$ cat src/rtl/alsu_pkg.sv
// Shared ALSU types: opcode enum, packed command word, field widths.
// Latency: n/a (types and constants only).
// Backpressure: n/a.
package alsu_pkg;

  localparam int AB_W   = 3;
  localparam int OUT_W  = 6;
  localparam int LEDS_W = 16;
  localparam int CMD_W  = 16;
  localparam int RSP_W  = OUT_W + LEDS_W;

  typedef enum logic [2:0] {
    OP_AND    = 3'd0,
    OP_OR     = 3'd1,
    OP_XOR    = 3'd2,
    OP_ADD    = 3'd3,
    OP_SHIFT  = 3'd4,
    OP_ROTATE = 3'd5,
    OP_INV6   = 3'd6,
    OP_INV7   = 3'd7
  } opcode_e;

  // Bit order matches cmd_data: {A, B, opcode, cin, serial_in, direction,
  // red_op_A, red_op_B, bypass_A, bypass_B}, MSB first.
  typedef struct packed {
    logic [AB_W-1:0] a;
    logic [AB_W-1:0] b;
    opcode_e         opcode;
    logic            cin;
    logic            serial_in;
    logic            direction;
    logic            red_op_a;
    logic            red_op_b;
    logic            bypass_a;
    logic            bypass_b;
  } cmd_t;

endpackage

$ cat src/rtl/alsu_rsp_fifo.sv
// Response buffer: DEPTH-entry FIFO of captured {out, leds} words.
// Latency: a write is visible at rd_dat the cycle after the write edge.
// Backpressure: head held stable while rd_vld && !rd_rdy; pop from empty ignored.
// Ports: clk, reset (async, active-high); wr_vld/wr_dat write side;
//        rd_vld (not empty), rd_rdy (pop), rd_dat (head entry, 0 when empty).
module alsu_rsp_fifo #(
  parameter int DEPTH = 4,
  parameter int WIDTH = 22
) (
  input  logic             clk,
  input  logic             reset,
  input  logic             wr_vld,
  input  logic [WIDTH-1:0] wr_dat,
  output logic             rd_vld,
  input  logic             rd_rdy,
  output logic [WIDTH-1:0] rd_dat
);

  localparam int PW = $clog2(DEPTH);
  localparam int CW = $clog2(DEPTH + 1);

  logic [WIDTH-1:0] mem [DEPTH];
  logic [PW-1:0]    wr_ptr;
  logic [PW-1:0]    rd_ptr;
  logic [CW-1:0]    count;
  logic             do_wr;
  logic             do_rd;

  // DEPTH need not be a power of two, so wrap explicitly.
  function automatic logic [PW-1:0] ptr_next(input logic [PW-1:0] p);
    return (p == PW'(DEPTH - 1)) ? '0 : p + PW'(1);
  endfunction

  assign rd_vld = (count != '0);
  assign do_wr  = wr_vld && (count != CW'(DEPTH));
  assign do_rd  = rd_rdy && rd_vld;
  // Masking the head with rd_vld makes the outputs drop to 0 the moment
  // reset clears the count, without resetting the storage array.
  assign rd_dat = rd_vld ? mem[rd_ptr] : '0;

  always_ff @(posedge clk) begin
    if (do_wr) mem[wr_ptr] <= wr_dat;
  end

  always_ff @(posedge clk or posedge reset) begin
    if (reset) begin
      wr_ptr <= '0;
      rd_ptr <= '0;
      count  <= '0;
    end else begin
      if (do_wr) wr_ptr <= ptr_next(wr_ptr);
      if (do_rd) rd_ptr <= ptr_next(rd_ptr);
      case ({do_wr, do_rd})
        2'b10:   count <= count + CW'(1);
        2'b01:   count <= count - CW'(1);
        default: count <= count;
      endcase
    end
  end

endmodule

$ cat src/rtl/alsu_cmd_issuer.sv
// Issues commands to a pipelined ALSU and buffers its results in order.
// Latency: pins driven the cycle after accept; response valid PIPE_LAT edges after accept.
// Backpressure: credit based; cmd_ready drops once in-flight + buffered reaches DEPTH.
// Ports: clk, reset (async, active-high); cmd_valid/cmd_ready/cmd_data command
//        side; rsp_valid/rsp_ready/rsp_out/rsp_leds response side; A..bypass_B
//        registered ALSU inputs; out/leds ALSU results.
module alsu_cmd_issuer
  import alsu_pkg::*;
#(
  parameter int DEPTH    = 4,
  parameter int PIPE_LAT = 3
) (
  input  logic              clk,
  input  logic              reset,
  input  logic              cmd_valid,
  output logic              cmd_ready,
  input  logic [CMD_W-1:0]  cmd_data,
  output logic              rsp_valid,
  input  logic              rsp_ready,
  output logic [OUT_W-1:0]  rsp_out,
  output logic [LEDS_W-1:0] rsp_leds,
  output logic [AB_W-1:0]   A,
  output logic [AB_W-1:0]   B,
  output logic [2:0]        opcode,
  output logic              cin,
  output logic              serial_in,
  output logic              direction,
  output logic              red_op_A,
  output logic              red_op_B,
  output logic              bypass_A,
  output logic              bypass_B,
  input  logic [OUT_W-1:0]  out,
  input  logic [LEDS_W-1:0] leds
);

  localparam int CW = $clog2(DEPTH + 1);

  cmd_t                cmd;
  cmd_t                issue_q;
  logic [CW-1:0]       credits;
  logic [PIPE_LAT-1:0] slot_vld;
  logic [RSP_W-1:0]    rsp_dat;
  logic                accept;
  logic                pop;

  assign cmd       = cmd_t'(cmd_data);
  assign cmd_ready = (credits < CW'(DEPTH));
  assign accept    = cmd_valid && cmd_ready;
  assign pop       = rsp_valid && rsp_ready;

  // Pins carry an accepted command for one cycle, otherwise the all-zero
  // IDLE word (an AND of zeros, so the ALSU settles to out = 0).
  always_ff @(posedge clk or posedge reset) begin
    if (reset)       issue_q <= '0;
    else if (accept) issue_q <= cmd;
    else             issue_q <= '0;
  end

  assign A         = issue_q.a;
  assign B         = issue_q.b;
  assign opcode    = issue_q.opcode;
  assign cin       = issue_q.cin;
  assign serial_in = issue_q.serial_in;
  assign direction = issue_q.direction;
  assign red_op_A  = issue_q.red_op_a;
  assign red_op_B  = issue_q.red_op_b;
  assign bypass_A  = issue_q.bypass_a;
  assign bypass_B  = issue_q.bypass_b;

  // Bit k set means a command accepted k+1 edges ago is still in the ALSU;
  // the top bit marks the edge on which its result is on out/leds.
  always_ff @(posedge clk or posedge reset) begin
    if (reset) slot_vld <= '0;
    else       slot_vld <= {slot_vld[PIPE_LAT-2:0], accept};
  end

  // Credits cover both in-flight slots and buffered results, so the FIFO
  // can never be written while full.
  always_ff @(posedge clk or posedge reset) begin
    if (reset)                credits <= '0;
    else if (accept && !pop)  credits <= credits + CW'(1);
    else if (!accept && pop)  credits <= credits - CW'(1);
  end

  alsu_rsp_fifo #(
    .DEPTH (DEPTH),
    .WIDTH (RSP_W)
  ) u_rsp_fifo (
    .clk    (clk),
    .reset  (reset),
    .wr_vld (slot_vld[PIPE_LAT-1]),
    .wr_dat ({out, leds}),
    .rd_vld (rsp_valid),
    .rd_rdy (rsp_ready),
    .rd_dat (rsp_dat)
  );

  assign rsp_out  = rsp_dat[RSP_W-1:LEDS_W];
  assign rsp_leds = rsp_dat[LEDS_W-1:0];

endmodule
$ cat config.mk
export PLATFORM = sky130hd
export DESIGN_NAME = alsu_cmd_issuer
export DESIGN_NICKNAME = d
export VERILOG_FILES = /design/src/rtl/alsu_pkg.sv /design/src/rtl/alsu_rsp_fifo.sv /design/src/rtl/alsu_cmd_issuer.sv
export SDC_FILE = /design/constraint.sdc
export NUM_CORES = 1
export LEC_CHECK = 0
export BUFFER_PORTS_ARGS = -buffer_cell sky130_fd_sc_hd__buf_2
export CORE_UTILIZATION = 45
export DETAILED_ROUTE_END_ITERATION = 16
export PLACE_DENSITY = 0.75
export SLEW_MARGIN = 20
export SYNTH_ARGS = -nofsm -noshare
export SYNTH_HDL_FRONTEND = slang
export SYNTH_SLANG_ARGS = --single-unit
export TNS_END_PERCENT = 5
$ cat constraint.sdc
create_clock -name clk -period 2.5 [get_ports clk]
set_input_delay 0.125 -clock clk [delete_from_list [all_inputs] [get_ports clk]]
set_output_delay 0.125 -clock clk [all_outputs]
set_load 0.05 [all_outputs]
==> results.json, run 1 <==
{
  "drcViolationCount": 0,
  "drive_gt1_frac": 0.380,
  "p_leak_nw": 2.44,
  "endpoint_kind": "output port",
  "antenna_found_initial": 0,
  "synth_fa_ha_area_frac": 0.0281,
  "startpoint_type": "flip-flop",
  "maxCapViolCount": 0,
  "grt_pass1_wl_um": 12800,
  "clkTransAtPathRegs_ns": 0.06,
  "seqCellArea_um2": 3370,
  "grt_pass1_vias": 2599,
  "power.total_w": 0.00784,
  "synth-seq-cells": 117,
  "tns_ns": 0,
  "ant_nets": 0,
  "ys_top_cells_by_area": "edfxtp_1, dfrtp_1, mux4_2",
  "synth_area_per_cell_um2": 19.8,
  "async_reset_ff_frac": 0.248,
  "arrival_ns": 2.15,
  "ir_worst_vdd_v": 0.000617,
  "slew_viol_final": 0,
  "synth_top_cell_area_share": 0.582,
  "tightest_slew_ns": 0.611,
  "synthSimpleGateAreaFrac": 0.0648,
  "synthFlopType": "edfxtp_1",
  "synthCells": 229,
  "cts_buffer_depth": 2,
  "gp_congestion": 0.675,
  "ctsRootBufferMaster": "clkbuf_8",
  "synth-edff-count": 88,
  "status": "finished, final reports clean",
  "routed_wl_um": 8320,
  "ys_top_cells_by_count": "edfxtp_1, and2_1, dfrtp_1, mux4_2, inv_1",
  "num_rows": 36,
  "grt_max_degree": 30,
  "post_synth_num_cell_types": 21,
  "die_area_um2": 10500,
  "clk_latency_ns": 0.51,
  "setup_viol_count_final": 0,
  "maxSlewHeadroom": 0.592,
  "synth-xor-area-share": 0.0116,
  "synth_compound_area_frac": 0.00138,
  "synth.most_common_cell": "edfxtp_1",
  "dr.pass1.iters": 4,
  "hp-class": "primary input to flip-flop",
  "powerDensity_nw_per_um2": 1280,
  "synth_top_family_by_area": "multiplexers",
  "cts_setup_buffers": 0,
  "detail_route.wl_per_cell_um": 16.2,
  "synthMuxAreaShare": 0.127,
  "start_util": 0.464,
  "die_h_um": 102,
  "gr-total-overflow": 0,
  "cts_made_buffers": 17,
  "synthesis.area_um2": 4540,
  "numClockSinks": 117,
  "fin_skew_ns": 0.00831,
  "hpwl_um": 5010,
  "worstSetupPathType": "flip-flop to output port",
  "yosys_warnings": 0,
  "required_ns": 2.38,
  "ys_seq_area_frac": 0.742,
  "grt_usage": 0.171,
  "syn_nets": 280,
  "syn2layout_area_growth_pct": 34.7,
  "yosysTopAreaCell": "edfxtp_1",
  "antenna_cells": 0,
  "drtIter0Drc": 57,
  "multiInputGateArea_um2": 1060,
  "worstPathMaxFanout": 15,
  "rsz0062_at_grt": "false",
  "h-tree-depth": 4,
  "fin_crit_sh": 0.912,
  "timing.final.crit_period_ns": 2.28,
  "io_buffers": 81,
  "nNetsFinal": 420,
  "cts_tree": "yes",
  "viasPerCell": 4.76,
  "hold_violations": 0,
  "die_width_um": 102,
  "core_um2": 9770,
  "ioPinCount": 82,
  "num_vias": 2451,
  "fillerInstances": 678,
  "maxClockFrequency_ghz": 0.439
}
==> cells in the final DEF, fill, tap and decap left out, drive strengths merged <==
master / synthesis / routed
fa: 2 / 2
mux2i: 1 / 1
or3: 1 / 1
a31oi: 1 / 1
clkinvlp: 0 / 3
bufinv: 0 / 2
clkinv: 0 / 7
nand2: 1 / 1
nor2: 4 / 4
ha: 7 / 7
mux2: 5 / 5
nor2b: 1 / 1
edfxtp: 88 / 88
dlygate4sd3: 0 / 39
buf: 5 / 90
dfrtp: 29 / 29
clkbuf: 3 / 17
xor2: 3 / 3
mux4: 22 / 22
and2: 42 / 42
inv: 11 / 14
xnor2: 3 / 3
==> final timing paths <==
kind | startpoint | endpoint | slack [ns] | depth (start not counted)
hold reg to reg | slot_vld[0]$_DFF_PP0_ | slot_vld[1]$_DFF_PP0_ | 0.36 | 0
setup / recovery | u_rsp_fifo.rd_ptr[0]$_DFFE_PP0P_ | rsp_out[5] | 0.22 | 4
setup reg to reg | u_rsp_fifo.count[0]$_DFFE_PP0P_ | credits[2]$_DFFE_PP0P_ | 0.40 | 8
max in group asynchronous | reset | slot_vld[2]$_DFF_PP0_ | 1.83 | 3
hold / removal | cmd_valid | slot_vld[0]$_DFF_PP0_ | 0.09 | 3
min in group asynchronous | reset | B[0]$_DFF_PP0_ | 0.27 | 3
==> report_power, final <==
group | leakage [nW] | internal (W) | total (W) | switching [W]
clock | 0.272 | 0.00142 | 0.00228 | 0.000860
combinational | 1.00 | 0.00104 | 0.00299 | 0.00195
sequential | 1.17 | 0.00244 | 0.00257 | 0.000127
==> critical path, cell delays in order, from the launching register on <==
cell,delay (ns)
dfrtp_1,0.34
buf_4,0.30
mux4_1,0.61
and2_1,0.19
buf_2,0.21
==> sequential cells by signal, indices dropped and copies added (netlist names) <==
register and flops:
bypass_B 1, credits 3, bypass_A 1, opcode 3, u_rsp_fifo.mem 88, u_rsp_fifo.rd_ptr 2
red_op_A 1, red_op_B 1, B 3, u_rsp_fifo.count 3, serial_in 1, u_rsp_fifo.wr_ptr 2
A 3, direction 1, slot_vld 3, cin 1
==> repair_timing <==
action / in CTS / in global routing
hold buffers: 39 / 0
gates resized for setup: 0 / 0
endpoints found under the hold margin: 133 / 0
==> kinds of logic (layout without fill, tap and decap cells) <==
| family | after synthesis | count (layout) |
|---|---|---|
| XOR/XNOR | 6 | 6 |
| flip-flops | 117 | 117 |
| multiplexers | 28 | 28 |
| adder cells (fa/ha/maj) | 9 | 9 |
| AND/OR/NAND/NOR | 49 | 49 |
| AO/OA/AOI/OAI | 1 | 1 |
| buffers and inverters | 19 | 172 |
==> final cells by class <==
cell class,instances,share of cell area
well taps,133,0.0272
multi-input cells,93,0.173
clock inverters,15,0.0252
flip-flops and latches,117,0.551
inverters,11,0.00675
clock buffers,17,0.0677
repair buffers,129,0.149
==> per-layer routing <==
layer,up-vias,global-route usage,wire length (µm)
li1,1141,-,-
met1,1198,0.205,3610
met2,102,0.292,4090
met3,10,0.0547,532
met4,0,0.0604,92
met5,-,0,0
==> through the flow <==
step	cell area, µm²	setup WS, ns	utilization	std cells	hold WS (ns)
floorplan	4540	0.524	-	229	0.203
global placement	5160	0.504	0.528	444	0.331
detailed placement	5160	0.410	0.528	444	0.335
CTS	6110	0.194	0.626	515	0.0642
global route	6110	0.101	0.626	515	0.0894
finish	6110	0.220	0.626	515	0.0881
(Power assumes the default switching activity.)
==> run 2: changes to the inputs <==
--- a/config.mk
+++ b/config.mk
@@ -6,11 +6,13 @@
 export NUM_CORES = 1
 export LEC_CHECK = 0
 export BUFFER_PORTS_ARGS = -buffer_cell sky130_fd_sc_hd__buf_2
+export CORE_ASPECT_RATIO = 2
 export CORE_UTILIZATION = 45
 export DETAILED_ROUTE_END_ITERATION = 16
 export PLACE_DENSITY = 0.75
 export SLEW_MARGIN = 20
 export SYNTH_ARGS = -nofsm -noshare
 export SYNTH_HDL_FRONTEND = slang
+export SYNTH_HIERARCHICAL = 1
 export SYNTH_SLANG_ARGS = --single-unit
 export TNS_END_PERCENT = 5
==> results.json, run 2 <==
{
  "rsz0062_at_grt": "false",
  "largest-register": "u_rsp_fifo/mem",
  "status": "finished, final reports clean",
  "die_width_um": 73.5,
  "final_cell_mix": "edfxtp_1, buf_2, dlygate4sd3_1",
  "maxSlewHeadroom": 0.478,
  "antenna_found_initial": 0,
  "drive_gt1_frac": 0.431,
  "grt_pass1_vias": 2914,
  "fin_crit_sh": 0.942,
  "fin_skew_ns": 0.00858,
  "start_util": 0.468,
  "gr-total-overflow": 0,
  "synth-edff-count": 88,
  "ys_top_cells_by_area": "edfxtp_1, dfrtp_1, mux4_2",
  "required_ns": 2.38,
  "synth_area_per_cell_um2": 20.0,
  "use_met2": 0.332,
  "numClockSinks": 117,
  "io_buffers": 81,
  "die_area_um2": 10600,
  "powerDensity_nw_per_um2": 1310,
  "h-tree-depth": 4,
  "syn2layout_area_growth_pct": 34.9,
  "yosysTopAreaCell": "edfxtp_1",
  "hold_violations": 0,
  "synth-seq-cells": 117,
  "synthesis.area_um2": 4600,
  "endpoint_kind": "output port",
  "clkTransAtPathRegs_ns": 0.05,
  "startpoint_type": "flip-flop",
  "grt_pass1_wl_um": 14200,
  "path_delay_family": "flip-flops",
  "antenna_cells": 0,
  "grt_max_degree": 26,
  "hp-class": "primary input to flip-flop",
  "ctsRootBufferMaster": "clkbuf_16",
  "nNetsFinal": 423,
  "post-place-ws_ns": 0.331,
  "maxCapViolCount": 0,
  "ys_seq_area_frac": 0.733,
  "gp_congestion": 0.699,
  "cts_resized": 0,
  "cpMaxStageDelayCell": "dfrtp_2",
  "num_rows": 51,
  "cts_buffer_depth": 2,
  "detail_route.wl_per_cell_um": 16.7,
  "critical_path_buf_inv_count": 2,
  "grt_most_used_layer": "met2",
  "synthFlopType": "edfxtp_1",
  "synth.most_common_cell": "edfxtp_1",
  "met3_usage": 0.0583,
  "yosys_warnings": 6,
  "multiInputGateArea_um2": 1110,
  "slew_viol_final": 0,
  "p_leak_nw": 2.50,
  "drtIter0Drc": 106,
  "seqCellArea_um2": 3370,
  "die_h_um": 145,
  "largest_reg_flops": 88,
  "post_synth_num_cell_types": 24,
  "synth_top_cell_area_share": 0.575,
  "synthCells": 230,
  "clk_latency_ns": 0.41,
  "num_vias": 2509,
  "ir_worst_vdd_v": 0.000873,
  "grt_usage": 0.188,
  "worstPathMaxFanout": 16,
  "ioPinCount": 82,
  "use_met1": 0.180,
  "fillerInstances": 723,
  "setup_slack_ns": 0.145,
  "setup_viol_count_final": 0,
  "tightest_slew_ns": 0.782,
  "layout_commonest_cell": "edfxtp_1",
  "syn_nets": 281,
  "cts_tree": "yes",
  "core_um2": 9830,
  "timing.final.crit_period_ns": 2.36,
  "cpPeakStageDelay_ns": 0.69,
  "maxClockFrequency_ghz": 0.425,
  "ys_top_cells_by_count": "edfxtp_1, dfrtp_1, and2_1, mux4_2, and2_2",
  "arrival_ns": 2.23,
  "async_reset_ff_frac": 0.248,
  "hpwl_um": 5400,
  "cts_made_buffers": 17,
  "drcViolationCount": 0,
  "viasPerCell": 4.85,
  "worstSetupPathType": "flip-flop to output port",
  "routed_wl_um": 8650,
  "ant_nets": 0,
  "crit_chain": "buf_12 > mux4_2 > and2_1 > buf_2",
  "dr.pass1.iters": 4,
  "tns_ns": 0
}
-- run 2: kinds of logic after synthesis --
kind of cell | Yosys count | share of synthesized area
multiplexers | 28 | 0.127
XOR/XNOR | 6 | 0.0114
buffers and inverters | 19 | 0.0264
flip-flops | 117 | 0.733
AND/OR/NAND/NOR | 50 | 0.0730
AO/OA/AOI/OAI | 1 | 0.00136
adder cells (fa/ha/maj) | 9 | 0.0278
-- run 2: report_power, final --
group	leakage [nW]	switching [W]	internal, W
combinational	1.04	0.00190	0.00106
clock	0.294	0.000854	0.00167
sequential	1.17	0.000217	0.00245
-- run 2: what timing repair did --
action / 4_1_cts / 5_1_grt
buffers inserted: 0 / 0
hold endpoints to repair: 133 / 0
endpoints found under the setup margin: 0 / 0
hold buffers: 39 / 0
-- run 2: layer usage --
layer  part of all wire  up-vias
li1                   -     1150
met1               0.35     1246
met2               0.57       89
met3              0.051       24
met4              0.033        0
met5                  0        -
-- run 2: through the flow --
step	hold slack, ns	area, µm²	power (W)	utilization	std cells
detailed placement	0.0865	5180	0.00563	0.527	446
global placement	0.0775	5180	0.00555	0.527	446
CTS	0.0284	6200	0.00823	0.631	517
floorplan	-0.0716	4600	0.00500	-	230
finish	0.0447	6200	0.00815	0.631	517
global route	0.0459	6200	0.00851	0.631	517
-- run 2: path summary, 6_finish.rpt --
kind / startpoint / end / slack (ns) / cells after the start
min: cmd_valid / slot_vld[0]$_DFF_PP0_ / 0.04 / 2
max in group asynchronous: reset / slot_vld[2]$_DFF_PP0_ / 1.59 / 3
min in group asynchronous: reset / u_rsp_fifo/wr_ptr[0]$_DFFE_PP0P_ / 0.21 / 3
min reg2reg: slot_vld[1]$_DFF_PP0_ / slot_vld[2]$_DFF_PP0_ / 0.35 / 0
max: u_rsp_fifo/rd_ptr[0]$_DFFE_PP0P_ / rsp_out[2] / 0.14 / 4
max reg2reg: u_rsp_fifo/count[0]$_DFFE_PP0P_ / credits[2]$_DFFE_PP0P_ / 0.32 / 8
-- run 2: final cells by class --
cell class	instances	area share
multi-input combinational	94	0.178
sequential	117	0.543
timing repair buffer	131	0.144
clock inverter	15	0.0327
tap	132	0.0266
clock buffer	17	0.0686
inverter	11	0.00666
